`src/rtl/pll_lock_sequencer.sv`:
```
// PLL reset/lock sequencer: pulses pll_rst, qualifies a synchronized lock, retries on timeout, gates sys_rst.
// Optional saturating lock-loss counter is built only when PLL_SEQ_LOCK_LOSS_CNT_EN is defined.
module pll_lock_sequencer #(
  parameter int RST_PULSE_CYCLES    = 16,
  parameter int LOCK_STABLE_CYCLES  = 256,
  parameter int LOCK_TIMEOUT_CYCLES = 65536,
  parameter int MAX_RETRIES         = 3
) (
  input  logic       refclk,
  input  logic       rst,
  input  logic       pll_locked,
  input  logic       relock_req,
  output logic       pll_rst,
  output logic       sys_rst,
  output logic       ready,
  output logic       relock_ack,
  output logic       fault,
  output logic [3:0] retry_cnt,
  output logic [7:0] lock_loss_cnt
);

  localparam int CNT_A   = (RST_PULSE_CYCLES > LOCK_STABLE_CYCLES) ? RST_PULSE_CYCLES : LOCK_STABLE_CYCLES;
  localparam int CNT_MAX = (CNT_A > LOCK_TIMEOUT_CYCLES) ? CNT_A : LOCK_TIMEOUT_CYCLES;
  localparam int CW      = (CNT_MAX > 2) ? $clog2(CNT_MAX) : 1;

  localparam logic [CW-1:0] RST_LAST = CW'(RST_PULSE_CYCLES - 1);
  localparam logic [CW-1:0] STB_LAST = CW'(LOCK_STABLE_CYCLES - 1);
  localparam logic [CW-1:0] TMO_LAST = CW'(LOCK_TIMEOUT_CYCLES - 1);
  localparam logic [3:0]    RETRY_LIMIT = 4'(MAX_RETRIES);

  typedef enum logic [2:0] {
    S_RESET_PLL,
    S_WAIT_LOCK,
    S_STABLE,
    S_RUN,
    S_FAULT
  } state_t;

  state_t        r_state;
  logic [CW-1:0] r_cnt;
  logic          r_lock_meta;
  logic          r_locked_s;
  logic          r_pending;
  logic          r_pll_rst;
  logic          r_sys_rst;
  logic          r_ready;
  logic          r_relock_ack;
  logic          r_fault;
  logic [3:0]    r_retry_cnt;
  logic [3:0]    w_retry_next;

  assign w_retry_next = r_retry_cnt + 4'd1;

  // Only this synchronizer ever samples the raw lock input.
  always_ff @(posedge refclk or posedge rst) begin
    if (rst) begin
      r_lock_meta <= 1'b0;
      r_locked_s  <= 1'b0;
    end else begin
      r_lock_meta <= pll_locked;
      r_locked_s  <= r_lock_meta;
    end
  end

  always_ff @(posedge refclk or posedge rst) begin
    if (rst) begin
      r_state      <= S_RESET_PLL;
      r_cnt        <= '0;
      r_pending    <= 1'b0;
      r_pll_rst    <= 1'b1;
      r_sys_rst    <= 1'b1;
      r_ready      <= 1'b0;
      r_relock_ack <= 1'b0;
      r_fault      <= 1'b0;
      r_retry_cnt  <= 4'd0;
    end else begin
      r_relock_ack <= 1'b0;
      r_cnt        <= r_cnt + CW'(1);
      case (r_state)
        S_RESET_PLL: begin
          if (r_cnt == RST_LAST) begin
            r_state   <= S_WAIT_LOCK;
            r_cnt     <= '0;
            r_pll_rst <= 1'b0;
          end
        end
        S_WAIT_LOCK: begin
          if (r_locked_s) begin
            r_state <= S_STABLE;
            r_cnt   <= '0;
          end else if (r_cnt == TMO_LAST) begin
            r_cnt       <= '0;
            r_retry_cnt <= w_retry_next;
            r_pll_rst   <= 1'b1;
            if (w_retry_next == RETRY_LIMIT) begin
              r_state <= S_FAULT;
              r_fault <= 1'b1;
            end else begin
              r_state <= S_RESET_PLL;
            end
          end
        end
        S_STABLE: begin
          // Any drop restarts qualification and the lock timeout from scratch.
          if (!r_locked_s) begin
            r_state <= S_WAIT_LOCK;
            r_cnt   <= '0;
          end else if (r_cnt == STB_LAST) begin
            r_state      <= S_RUN;
            r_cnt        <= '0;
            r_sys_rst    <= 1'b0;
            r_ready      <= 1'b1;
            r_retry_cnt  <= 4'd0;
            r_relock_ack <= r_pending;
            r_pending    <= 1'b0;
          end
        end
        S_RUN: begin
          r_cnt <= r_cnt;
          if (!r_locked_s || relock_req) begin
            r_state   <= S_RESET_PLL;
            r_cnt     <= '0;
            r_pll_rst <= 1'b1;
            r_sys_rst <= 1'b1;
            r_ready   <= 1'b0;
            r_pending <= r_pending | relock_req;
          end
        end
        S_FAULT: begin
          r_cnt <= r_cnt;
          if (relock_req) begin
            r_state     <= S_RESET_PLL;
            r_cnt       <= '0;
            r_fault     <= 1'b0;
            r_retry_cnt <= 4'd0;
            r_pending   <= 1'b1;
          end
        end
        default: begin
          r_state   <= S_RESET_PLL;
          r_cnt     <= '0;
          r_pll_rst <= 1'b1;
          r_sys_rst <= 1'b1;
          r_ready   <= 1'b0;
          r_fault   <= 1'b0;
        end
      endcase
    end
  end

`ifdef PLL_SEQ_LOCK_LOSS_CNT_EN
  logic [7:0] r_lock_loss_cnt;

  // Counts lock-driven RUN exits, including ones that coincide with a relock request.
  always_ff @(posedge refclk or posedge rst) begin
    if (rst) begin
      r_lock_loss_cnt <= 8'd0;
    end else if (r_state == S_RUN && !r_locked_s && r_lock_loss_cnt != 8'hFF) begin
      r_lock_loss_cnt <= r_lock_loss_cnt + 8'd1;
    end
  end

  assign lock_loss_cnt = r_lock_loss_cnt;
`else
  assign lock_loss_cnt = 8'd0;
`endif

  assign pll_rst    = r_pll_rst;
  assign sys_rst    = r_sys_rst;
  assign ready      = r_ready;
  assign relock_ack = r_relock_ack;
  assign fault      = r_fault;
  assign retry_cnt  = r_retry_cnt;

endmodule

```
`config.mk`:
```
export PLATFORM = sky130hd
export DESIGN_NAME = pll_lock_sequencer
export DESIGN_NICKNAME = d
export VERILOG_FILES = /design/src/rtl/pll_lock_sequencer.sv
export SDC_FILE = /design/constraint.sdc
export NUM_CORES = 1
export LEC_CHECK = 0
export ABC_AREA = 1
export BUFFER_PORTS_ARGS = -buffer_cell sky130_fd_sc_hd__buf_2
export CORE_ASPECT_RATIO = 0.9
export CORE_MARGIN = 1.5
export CORE_UTILIZATION = 61
export CTS_BUF_LIST = sky130_fd_sc_hd__clkbuf_2
export DETAILED_ROUTE_END_ITERATION = 10
export PLACE_DENSITY = 0.82
export SLEW_MARGIN = 25
export SYNTH_ARGS = -nofsm -noshare
export SYNTH_HDL_FRONTEND = slang
export SYNTH_SLANG_ARGS = --single-unit
```
`constraint.sdc`:
```
create_clock -name refclk -period 1.6 [get_ports refclk]
set_input_delay 0.08 -clock refclk [delete_from_list [all_inputs] [get_ports refclk]]
set_output_delay 0.08 -clock refclk [all_outputs]
set_load 0.02 [all_outputs]
```
==> out/qor.yml, run 1 <==
grt_pass1_vias: 1763
synth-seq-cells: 31
rows: 19
postSynthCellCount: 263
hold_path_depth: 5
viasPerCell: 5.717
cp_cell_sequence: "buf_4 -> nand2_1 -> nor2_2 -> nand4_1 -> nand2_2 -> nand4_4 -> nand2_1 -> nand2_1"
grt_max_degree: 32
finalHoldViolCount: 0
routed-via-count: 2104
async_flop_share_pct: 100.0
area_delta_synth_final_pct: 34.11
route.detailed.drc: 0
drive_gt1_share_pct: 34.66
dp_cells: 344
antenna_left: 0
cellPowerDensity_nw_per_um2: 1359
wirelength_um: 5885
criticalPathCategory: "reg -> reg"
critPathMaxStageDelay_ns: 0.43
ctsRootBufferMaster: "clkbuf_2"
io_pins: 21
multiInputGateArea_um2: 1235
synth.distinct_cells: 27
holdCritPathClass: "in -> reg"
final.setup.worst_slack_ns: -0.1896
clkSinkCount: 31
end_kind: "register"
drt_pass1_iterations: 6
htree_levels: 2
cp-start-kind: "register"
wire_per_inst_um: 15.99
critical_path.most_common_cell: "nand2_1"
n_fill_cell: 155
drtIter0Drc: 255
synth-edff-count: 0
cp.depth: 8
rr_worst_depth: 8
clkTransAtPathRegs_ns: 0.16
mappedNetlistArea_um2: 1944
ys_warn_count: 0
r2r_slack_ns: -0.19
coreArea_um2: 3043
finalSetupViolations: 19
dp_hpwl_um: 3270
arrival_ns: 2.10
grt_first_pass_wirelength_um: 7755
antenna_found_initial: 0
holdWs_ns: 0.1153
die_w_um: 62.51
dieArea_um2: 3536
clkLatencyLatePin_ns: 0.40
layout.nets: 332
fin_crit_ns: 1.790
diodes: 0
drv_cap: 0
fmax_mhz: 558.8
avgSynthCellArea_um2: 7.393
grt_usage_pct: 28.56
seqCellArea_um2: 783.3
port_buffers: 12
cts_buffers: 5
grt-ovfl-total: 0
tritoncts: "done"
max-vdd-ir-drop_v: 0.001257
die_h_um: 56.56
cts_buffer_depth: 2
start_util_pct: 63.90
required_ns: 1.92
outcome: "complete, but fails checks"
p_leak_uw: 0.001361
violations: "negative setup slack"
crit_slowest_cell: "dfrtp_1"
final_cells: 368
synth_ff_type: "dfrtp_1"
worstPathMaxFanout: 5
finClkSkew_ns: 0.01728
path_buf_inv: 1
drv_slew: 0
power_uw: 3543
rsz0062_at_grt: "true"
final.period_utilization_pct: 111.9
finalWeightedCongestion: 0.8771
critical-path-top-delay-family: "simple AND/OR/NAND/NOR gates"
synth_seq_area_share_pct: 40.03
-- area by class of cell --
cell class | count | area share [%]
Tap cell | 42 | 2.015
Clock inverter | 2 | 0.2879
Inverter | 26 | 3.791
Multi-Input combinational cell | 206 | 47.36
Clock buffer | 6 | 1.152
Sequential cell | 31 | 30.04
Timing Repair Buffer | 55 | 15.36
-- cell usage after synthesis (5+ instances only) --
cell type,n,area (µm²)
buf_4,8,60.06
dfrtp_1,29,725.7
inv_1,23,86.33
nand2_1,75,281.5
nand2_2,8,50.05
nand3_1,21,105.1
nand4_1,5,31.28
nor2_1,38,142.6
nor2_2,5,31.28
nor2_4,5,56.30
o21ai_0,10,50.05
xor2_1,9,78.83
-- through the flow --
stage | instance area, µm² | setup TNS [ns] | setup WS [ns] | utilization [%]
2_1_floorplan | 1971 | 0 | 0.09718 | -
3_3_place_gp | 2242 | -0.001289 | -0.001289 | 73.68
3_5_place_dp | 2242 | -0.4791 | -0.05527 | 73.68
4_1_cts | 2404 | -0.2127 | -0.03834 | 78.99
5_1_grt | 2608 | -3.466 | -0.2087 | 85.69
6_report | 2608 | -2.242 | -0.1896 | 85.69
-- state kept, by name, summed over array words and instances (netlist names) --
name / count
r_pending: 1
r_state: 3
fault: 1
r_locked_s: 1
sys_rst: 1
r_cnt: 16
r_lock_meta: 1
retry_cnt: 4
relock_ack: 1
ready: 1
pll_rst: 1
-- layer usage --
metal  part of all wire, %  global-route usage [%]
met1                    38                   37.98
met2                    48                   44.85
met3                   8.8                   6.012
met4                   5.4                   13.65
met5                     0                       0
-- worst min-delay path, cell delays in order --
cell and delay (ns):
buf_2 0.11, nand2_1 0.08, nand2_1 0.06, nand3_1 0.10, nand2_1 0.07
-- worst paths after layout --
path	from	endpoint
worst max register to register	r_cnt[14]	r_state[0]
worst max-delay path	r_cnt[14]	r_state[0]
worst min-delay path	relock_req	r_pending
worst min register to register	r_lock_meta	r_locked_s
max in group asynchronous	rst	pll_rst
min in group asynchronous	rst	r_cnt[8]
-- repair_timing --
action,in CTS,in global routing
resized for setup,15,38
endpoints found under the hold margin,30,0
endpoints found under the setup margin,25,27
hold buffers,2,0
buffers inserted,4,8
gates cloned,1,1
pin swaps,11,14
-- report_power, final --
part           internal (µW)  switching, µW  leakage (µW)
Combinational            768           1230      0.000935
Sequential               974            188      0.000397
Clock                    105            274     0.0000281
-- layout by cell type, fill, tap and decap left out, drive strengths merged --
cell type,Yosys,layout
conb,1,8
buf,9,53
nand3,22,22
xor2,9,9
nand3b,1,1
xnor2,4,4
a21boi,1,1
dlygate4sd3,0,2
ha,3,3
o21ai,11,11
clkbuf,0,6
nand2,84,84
nor2,48,49
dfrtp,29,29
inv,25,25
nor3,4,4
dfstp,2,2
nand4,6,7
a21oi,3,3
clkinv,1,3
-- logic make-up (layout without fill, tap and decap cells) --
group                    after synthesis  after routing  synth area share, %
AO/OA/AOI/OAI                         15             15                4.183
buffers and inverters                 35             89                8.751
other                                  1              8               0.1929
AND/OR/NAND/NOR                      165            167                39.06
adder cells (fa/ha/maj)                3              3                1.931
flip-flops                            31             31                40.03
XOR/XNOR                              13             13                5.856
Power figures use the tool's default switching activity.
==> run 2, diff against run 1 <==
--- a/config.mk
+++ b/config.mk
@@ -13,6 +13,7 @@
 export CTS_BUF_LIST = sky130_fd_sc_hd__clkbuf_2
 export DETAILED_ROUTE_END_ITERATION = 10
 export PLACE_DENSITY = 0.82
+export RECOVER_POWER = 50
 export SLEW_MARGIN = 25
 export SYNTH_ARGS = -nofsm -noshare
 export SYNTH_HDL_FRONTEND = slang
==> run 2 against run 1 <==
Effect of this change:
- the run still ends with negative setup slack left
- core utilization shrank 0.082 points
- routed wire length shrank 0.32%
- power is essentially flat
- maximum frequency shrank 0.39%
- non-clock buffer count is the same
- clock power grew 1%
- sequential power is essentially flat
- via count shrank 0.24%
- flip-flop and latch count is the same
- critical path type unchanged
- critical endpoint unchanged
- largest power group unchanged
- highest routed layer unchanged
==> out/qor.yml, run 2 (synthesized netlist as in run 1, its figures left out) <==
start_util_pct: 63.90  # unchanged
finalWeightedCongestion: 0.8771  # unchanged
critPathMaxStageDelay_ns: 0.43  # about the same
fin_setup_tns_ns: -2.361  # -0.1188 ns
met3_usage_pct: 6.012  # unchanged
criticalPathCategory: "reg -> reg"
finalSetupViolations: 19  # unchanged
io_pins: 21  # unchanged
grt-ovfl-total: 0  # unchanged
end_kind: "register"
layout_common_cells: "nand2_1, buf_4, nor2_1, dfrtp_1, inv_1"
dp_hpwl_um: 3270  # unchanged
final.setup.worst_slack_ns: -0.1966  # -0.007013 ns
route.detailed.drc: 0  # unchanged
power.net_switching_uw: 1695  # about the same
power_uw: 3542  # about the same
htree_levels: 2  # unchanged
p_leak_uw: 0.001360  # about the same
wirelength_um: 5866  # -0.32%
diodes: 0  # unchanged
top_register: "r_cnt"
drive_gt1_share_pct: 34.66  # unchanged
tritoncts: "done"
largest_reg_flops: 16  # unchanged
stdcell_area_um2: 2605  # about the same
antenna_left: 0  # unchanged
outcome: "complete, but fails checks"
port_buffers: 12  # unchanged
viasPerCell: 5.704  # -0.24%
holdCritPathClass: "in -> reg"
antenna_found_initial: 0  # unchanged
fin_crit_ns: 1.797  # +0.007013 ns
clkTransAtPathRegs_ns: 0.17  # about the same
grt_busiest_layer: "met2"
clkLatencyLatePin_ns: 0.40  # about the same
met1_usage_pct: 37.98  # unchanged
drt_pass1_iterations: 5  # -1
relSlewSlack_pct: 47.91
cts_buffers: 5  # unchanged
max-vdd-ir-drop_v: 0.001258  # about the same
cellPowerDensity_nw_per_um2: 1360  # about the same
violations: "negative setup slack"
worst_pin_slew_ns: 0.7814
final_common_cell: "nand2_1"
p_clk_share_pct: 10.8  # about the same
clkSinkCount: 31  # unchanged
worstPathMaxFanout: 5  # unchanged
wire_per_inst_um: 15.94  # -0.32%
dieArea_um2: 3536  # unchanged
layout.nets: 332  # unchanged
use_met2_pct: 44.85  # unchanged
coreArea_um2: 3043  # unchanged
cp-start-kind: "register"
grt_max_degree: 32  # unchanged
routed-via-count: 2099  # -0.24%
rsz0062_at_grt: "true"
rows: 19  # unchanged
crit_slowest_cell: "dfrtp_1"
grt_first_pass_wirelength_um: 7755  # unchanged
pwr-share-seq_pct: 32.8  # about the same
cp_cell_sequence: "buf_4 -> nand2_1 -> nor2_2 -> nand4_1 -> nand2_2 -> nand4_4 -> nand2_1 -> nand2_1"
grt_pass1_vias: 1763  # unchanged
critical-path-top-delay-family: "simple AND/OR/NAND/NOR gates"
drtIter0Drc: 255  # unchanged
internal-power_uw: 1847  # about the same
required_ns: 1.92  # about the same
final_util_pct: 85.61  # about the same
combPwrFrac_pct: 56.4  # about the same
final.period_utilization_pct: 112.3  # +0.44 points
critical_path.most_common_cell: "nand2_1"
grt_usage_pct: 28.56  # unchanged
drv_cap: 0  # unchanged
finClkSkew_ns: 0.02015  # +0.002868 ns
drv_slew: 0  # unchanged
area_delta_synth_final_pct: 33.98  # about the same
path_buf_inv: 1  # unchanged
switching_share_pct: 47.86  # about the same
arrival_ns: 2.12  # +0.02 ns
place_ws_ns: -0.05527  # unchanged
postPlaceCellArea_um2: 2242  # unchanged
die_w_um: 62.51  # unchanged
finalHoldViolCount: 0  # unchanged
fmax_mhz: 556.6  # -0.39%
ctsRootBufferMaster: "clkbuf_2"
cts_buffer_depth: 2  # unchanged
die_h_um: 56.56  # unchanged
## run 2: what timing repair did
action                                  4_1_cts  5_1_grt
hold buffers                                  2        0
hold endpoints to repair                     30        0
gates resized for setup                      15       38
pin swaps                                    11       14
setup buffers                                 4        8
endpoints found under the setup margin       25       27
gates cloned                                  1        1
## run 2: path summary, 6_finish.rpt
| check | from | endpoint | slack (ns) | cells after the start |
|---|---|---|---|---|
| worst max-delay path | r_cnt[14] | r_state[0] | -0.20 | 8 |
| worst min-delay path | relock_req | r_pending | 0.1 | 5 |
| worst max register to register | r_cnt[14] | r_state[0] | -0.20 | 8 |
| worst min register to register | r_lock_meta | r_locked_s | 0.37 | 0 |
| max in group asynchronous | rst | retry_cnt[1] | 0.63 | 4 |
| min in group asynchronous | rst | r_cnt[8] | 0.41 | 4 |
## run 2: routing by layer
| layer | wire length, µm | up-vias |
|---|---|---|
| met5 | 0 | - |
| met3 | 500 | 44 |
| met4 | 332 | 0 |
| met2 | 2802 | 156 |
| li1 | - | 938 |
| met1 | 2231 | 961 |
## run 2: final cells by class
type,instances,area (µm²)
clock buffer,6,30.03
clock inverter,2,7.507
fill,156,437.9
inverter,26,98.84
multi-input combinational,206,1235
sequential,31,783.3
tap,42,52.55
timing repair buffer,55,397.9
## run 2: power groups by stage
stage	logic, µW	registers [µW]	clock network (µW)
detailed placement	1400	1130	0
finish	2000	1160	383
floorplan	865	1230	0
CTS	1570	1130	373
global placement	1360	1120	0
global route	2120	1180	418
## run 2: worst register-to-register path, delay by kind of cell (launching register included)
family | cells | cell delay [ns]
flip-flops | 1 | 0.43
buffers and inverters | 1 | 0.14
AND/OR/NAND/NOR | 7 | 1.15
## run 2: per-stage QoR
step / hold slack [ns] / std cells
floorplan: 0.1114 / 270
global placement: 0.1723 / 344
detailed placement: 0.1729 / 344
CTS: 0.03051 / 359
global route: 0.1063 / 368
finish: 0.09765 / 368
